**src/rtl/cpu_ctrl_pkg.sv**
```systemverilog
// Shared types for the CPU execution controller: sequencer state encoding
// as shown on the 7-segment display.
package cpu_ctrl_pkg;

  localparam int RUN_STATE_W = 3;

  typedef enum logic [RUN_STATE_W-1:0] {
    ST_HALT   = 3'd0,
    ST_RUN    = 3'd1,
    ST_STEP   = 3'd2,
    ST_BRK    = 3'd3,
    ST_RESUME = 3'd4
  } run_state_t;

endpackage

```
**src/rtl/btn_debounce.sv**
```systemverilog
// Push-button conditioner: two-flop synchronizer, stability counter tracking
// the accepted level, and a one-cycle pulse on each accepted rising level.
module btn_debounce #(
  parameter int DEBOUNCE_CYCLES = 16
) (
  input  logic clk,
  input  logic rst,
  input  logic btn_raw,
  output logic level,
  output logic press
);

  localparam int CNT_W = $clog2(DEBOUNCE_CYCLES);

  logic [1:0]       sync_reg;
  logic [CNT_W-1:0] cnt_reg;
  logic             level_reg;
  logic             press_reg;

  always_ff @(posedge clk) begin
    if (rst) begin
      sync_reg  <= '0;
      cnt_reg   <= '0;
      level_reg <= 1'b0;
      press_reg <= 1'b0;
    end else begin
      sync_reg  <= {sync_reg[0], btn_raw};
      press_reg <= 1'b0;
      if (sync_reg[1] == level_reg) begin
        cnt_reg <= '0;
      end else if (cnt_reg == CNT_W'(DEBOUNCE_CYCLES - 1)) begin
        // The DEBOUNCE_CYCLES-th consecutive disagreeing sample flips the level
        level_reg <= ~level_reg;
        press_reg <= ~level_reg;
        cnt_reg   <= '0;
      end else begin
        cnt_reg <= cnt_reg + 1'b1;
      end
    end
  end

  assign level = level_reg;
  assign press = press_reg;

endmodule

```
**src/rtl/cpu_run_ctrl.sv**
```systemverilog
// cpu_run_ctrl: debounced run/step/halt sequencer producing the CPU clock enable.
// Define CPU_RUN_CTRL_BREAKPOINT_EN to add the PC breakpoint with BRK/RESUME states.
module cpu_run_ctrl
  import cpu_ctrl_pkg::*;
#(
  parameter int DEBOUNCE_CYCLES = 16
) (
  input  logic                   clk,
  input  logic                   rst,
  input  logic                   btn_run,
  input  logic                   btn_step,
  input  logic                   btn_halt,
  input  logic [31:0]            pc,
  input  logic [31:0]            bp_addr,
  input  logic                   bp_valid,
  output logic                   cpu_en,
  output logic [RUN_STATE_W-1:0] state,
  output logic [31:0]            cycle_cnt,
  output logic                   bp_hit
);

  localparam int BTN_RUN  = 0;
  localparam int BTN_STEP = 1;
  localparam int BTN_HALT = 2;

  logic [2:0] btn_vec;
  logic [2:0] level_vec;
  logic [2:0] press_vec;

  assign btn_vec = {btn_halt, btn_step, btn_run};

  generate
    for (genvar gi = 0; gi < 3; gi++) begin : gen_btn
      btn_debounce #(
        .DEBOUNCE_CYCLES(DEBOUNCE_CYCLES)
      ) u_db (
        .clk    (clk),
        .rst    (rst),
        .btn_raw(btn_vec[gi]),
        .level  (level_vec[gi]),
        .press  (press_vec[gi])
      );
    end
  endgenerate

  run_state_t  state_reg, state_next;
  logic [31:0] cycle_cnt_reg;
  logic        bp_match;

`ifdef CPU_RUN_CTRL_BREAKPOINT_EN
  // Remembers whether RESUME was entered by run (continue) or step (stop after)
  logic resume_run_reg, resume_run_next;

  assign bp_match = bp_valid && (pc == bp_addr);
`else
  assign bp_match = 1'b0;
`endif

  always_comb begin
    state_next = state_reg;
    cpu_en     = 1'b0;
`ifdef CPU_RUN_CTRL_BREAKPOINT_EN
    resume_run_next = resume_run_reg;
`endif
    case (state_reg)
      ST_RUN:    cpu_en = !bp_match;
      ST_STEP:   cpu_en = 1'b1;
`ifdef CPU_RUN_CTRL_BREAKPOINT_EN
      ST_RESUME: cpu_en = 1'b1;
`endif
      default:   cpu_en = 1'b0;
    endcase

    if (press_vec[BTN_HALT]) begin
      state_next = ST_HALT;
    end else begin
      case (state_reg)
        ST_HALT: begin
          if (press_vec[BTN_STEP])     state_next = ST_STEP;
          else if (press_vec[BTN_RUN]) state_next = ST_RUN;
        end
        ST_STEP: state_next = ST_HALT;
        ST_RUN: begin
          if (bp_match) state_next = ST_BRK;
        end
`ifdef CPU_RUN_CTRL_BREAKPOINT_EN
        ST_BRK: begin
          if (press_vec[BTN_STEP] || press_vec[BTN_RUN]) begin
            state_next      = ST_RESUME;
            resume_run_next = !press_vec[BTN_STEP];
          end
        end
        ST_RESUME: state_next = resume_run_reg ? ST_RUN : ST_HALT;
`endif
        default: state_next = ST_HALT;
      endcase
    end
  end

  always_ff @(posedge clk) begin
    if (rst) begin
      state_reg     <= ST_HALT;
      cycle_cnt_reg <= '0;
    end else begin
      state_reg <= state_next;
      if (cpu_en) cycle_cnt_reg <= cycle_cnt_reg + 32'd1;
    end
  end

`ifdef CPU_RUN_CTRL_BREAKPOINT_EN
  always_ff @(posedge clk) begin
    if (rst) resume_run_reg <= 1'b0;
    else     resume_run_reg <= resume_run_next;
  end

  assign bp_hit = (state_reg == ST_BRK);
`else
  assign bp_hit = 1'b0;
`endif

  assign state     = state_reg;
  assign cycle_cnt = cycle_cnt_reg;

endmodule

```
**config.mk**
```make
export PLATFORM = sky130hd
export DESIGN_NAME = cpu_run_ctrl
export DESIGN_NICKNAME = d
export VERILOG_FILES = /design/src/rtl/cpu_ctrl_pkg.sv /design/src/rtl/btn_debounce.sv /design/src/rtl/cpu_run_ctrl.sv
export SDC_FILE = /design/constraint.sdc
export NUM_CORES = 1
export LEC_CHECK = 0
export ABC_AREA = 1
export BUFFER_PORTS_ARGS = -buffer_cell sky130_fd_sc_hd__buf_4
export CORE_UTILIZATION = 48
export CTS_CLUSTER_DIAMETER = 150
export CTS_CLUSTER_SIZE = 20
export DETAILED_ROUTE_END_ITERATION = 8
export PLACE_DENSITY = 0.79
export SLEW_MARGIN = 30
export SYNTH_ARGS = -nofsm -noshare
export SYNTH_HDL_FRONTEND = slang
export SYNTH_SLANG_ARGS = --single-unit
```
**constraint.sdc**
```tcl
create_clock -name clk -period 2.61 [get_ports clk]
set_input_delay 0.522 -clock clk [delete_from_list [all_inputs] [get_ports clk]]
set_output_delay 0.522 -clock clk [all_outputs]
set_load 0.1 [all_outputs]
```
==> flow_metrics.py <==
metrics = {
    "outcome": {
        "outcome": "completed",
    },
    "die": {
        "io_pins": 107,
        "die_h_um": 76.60,
        "coreArea_sq_um": 5238,
        "rows": 26,
        "die_x_um": 76.60,
        "die-area_sq_um": 5868,
        "start_util": 0.5100,
    },
    "global_routing": {
        "antenna_found_initial": 0,
        "track_usage": 0.2154,
        "grt_max_degree": 25,
        "grt_pass1_vias": 2367,
        "grt_pass1_wl_um": 9991,
        "grt-ovfl-total": 0,
    },
    "yosys": {
        "synth_top_area_frac": 0.4347,
        "syn_inst": 379,
        "synth_most_common_cell": "nor2_1",
        "yosys_register_bits": 58,
        "ys_warn_count": 0,
        "syn_area_sq_um": 2671,
        "synth_flop_cell": "dfxtp_1",
        "synth_common_cells": "nor2_1, nand2_1, dfxtp_1",
        "async_flop_share": 0,
        "synthTopCellsByArea": "dfxtp_1, nor2_1, nand2_1",
        "synth.distinct_cells": 30,
        "synth_top_area_cell": "dfxtp_1",
        "avgSynthCellArea_sq_um": 7.048,
        "ys_seq_area_frac": 0.4347,
        "synth_edf_count": 0,
    },
    "placed_design": {
        "post-dp-hpwl_um": 4257,
        "gp_congestion": 0.8317,
        "dp_slack_ps": 766.6,
        "portBuffers": 39,
    },
    "clock_network": {
        "cts_tree": "built",
        "cts_buffer_depth": 2,
        "cts_root_buf": "clkbuf_8",
        "path_clk_slew_ps": 70,
        "cts_hold_buffers": 0,
        "cts_num_sinks": 58,
        "postCtsResizedCells": 0,
        "postCtsSetupBuffers": 0,
        "clk_latency_ps": 350,
        "htree_levels": 3,
        "numCtsBuffers": 9,
    },
    "sta": {
        "fin_worst_skew_ps": 8.631,
        "max_freq_ghz": 0.4909,
        "finalWorstSetupSlack_ps": 572.7,
        "drv_slew": 0,
        "min_period_ps": 2037,
        "setup_viol_count_final": 0,
        "rsz0062_at_grt": "no",
        "fin_tns_setup_ps": 0,
        "post-route-period-util": 0.7806,
        "hold_viol": 0,
    },
    "critical_path": {
        "r2r_cells": 9,
        "critPathCaptureType": "output port",
        "crit_arrival_ps": 1520,
        "slowest_delay_ps": 430,
        "r2r_slack_ps": 760,
        "r2r_start": "state[1]$_SDFFE_PP0P_",
        "required_ps": 2090,
        "path_cells": "inv_1, ha_2, buf_4",
        "r2r-end": "cycle_cnt[25]$_SDFFE_PP0P_",
        "slowest_stage": "ha_2",
        "worstSetupStartpointType": "register",
        "path_max_fanout": 8,
        "crit_type": "register to output port",
    },
    "cells_and_area": {
        "antenna_cells": 0,
        "fin_nets": 500,
        "area_delta_synth_final_pct": 21.55,
        "largest_register_ffs": 32,
        "drive_gt1_frac": 0.1608,
    },
    "power_and_ir_drop": {
        "p_leak_uw": 0.001332,
        "ir_worst_vdd_mv": 0.5307,
        "power_density_nw_per_um2": 578.7,
    },
    "min_path": {
        "min_delay_worst_endpoint": "gen_btn[2].u_db.sync_reg[0]$_SDFF_PP0_",
        "hp-class": "input port to register",
        "holdPathStages": 3,
        "min-delay-start": "btn_halt",
    },
    "flow_run": {
        "max_cap_violations": 0,
    },
    "routing": {
        "postRouteAntennaNets": 0,
        "via_per_inst": 4.990,
        "routed_wl_um": 5779,
        "wl_per_cell_um": 11.58,
        "drt_iter0_drc": 83,
        "drt_pass1_iterations": 4,
        "drc": 0,
        "vias": 2490,
    },
}
## layout by cell type, fill, tap and decap left out
master / instances
clkinv_1: 1
clkinv_4: 1
o21a_1: 2
conb_1: 2
a31oi_1: 1
nand2_2: 1
and2_1: 2
xnor2_1: 4
bufinv_16: 2
inv_1: 43
clkinvlp_4: 2
nand4_1: 7
clkbuf_8: 9
a21oi_1: 16
or2_2: 1
dfxtp_1: 56
and3_1: 1
xor2_1: 7
nor2_2: 1
nand2_4: 1
buf_4: 40
nor4_1: 1
nand3_1: 34
dfxtp_2: 2
or3b_2: 2
ha_1: 5
o21ai_0: 10
nand2_1: 76
inv_6: 2
nor2_1: 86
nor3_1: 5
ha_2: 1
nor2_4: 4
o21bai_1: 1
## worst max-delay path, delay by kind of cell, from the launching register on
family	cells	cell delay, ps
adder cells (fa/ha/maj)	1	430
buffers and inverters	2	390
flip-flops	1	350
## routing by layer
layer,track usage,vias to the layer above,routed length (um)
met5,0,-,0
met2,0.3838,65,2834
met4,0.08269,0,106
met3,0.06946,13,327
li1,-,1282,-
met1,0.2360,1130,2510
## worst max-delay path by stage
stage / startpoint / to / cells past startpoint
2_1_floorplan: state[1]$_SDFFE_PP0P_ / cycle_cnt[25]$_SDFFE_PP0P_ / 9
3_3_place_gp: state[1]$_SDFFE_PP0P_ / cycle_cnt[25]$_SDFFE_PP0P_ / 9
3_5_place_dp: state[1]$_SDFFE_PP0P_ / cycle_cnt[25]$_SDFFE_PP0P_ / 9
4_1_cts: state[1]$_SDFFE_PP0P_ / cpu_en / 3
5_1_grt: state[1]$_SDFFE_PP0P_ / cpu_en / 3
6_report: state[1]$_SDFFE_PP0P_ / cpu_en / 3
## where the power goes
group          leakage (uW)  switching (uW)  internal [uW]
registers          0.000470            3.15            890
clock network      0.000106             393            545
logic              0.000756            35.3           12.8
## per-stage QoR
step	instances	util	hold slack, ps	power [uW]	cell area, sq um
floorplan	380	-	388.3	953.3	2680
global placement	483	0.5769	395.7	960.5	3022
detailed placement	483	0.5769	397.4	962.0	3022
CTS	499	0.6199	364.4	1901	3247
global route	499	0.6199	389.5	1938	3247
finish	499	0.6199	372.7	1879	3247
## logic make-up after synthesis
family	after synthesis	share of synthesized area
simple gates	222	0.3611
fa+ha+maj	6	0.02810
flops	58	0.4347
other cells	1	0.001404
buf+inv	51	0.07915
compound gates	30	0.05949
xor+xnor	11	0.03606
## layout make-up
| type | count | area (sq um) |
|---|---|---|
| flip-flops and latches | 58 | 1164 |
| repair buffers | 40 | 300.3 |
| inverters | 44 | 165.2 |
| fillers | 487 | 1991 |
| well taps | 70 | 87.58 |
| multi-input cells | 271 | 1305 |
| clock inverters | 7 | 101.3 |
| clock buffers | 9 | 123.9 |
No activity file was read; power rests on OpenSTA's default activity.
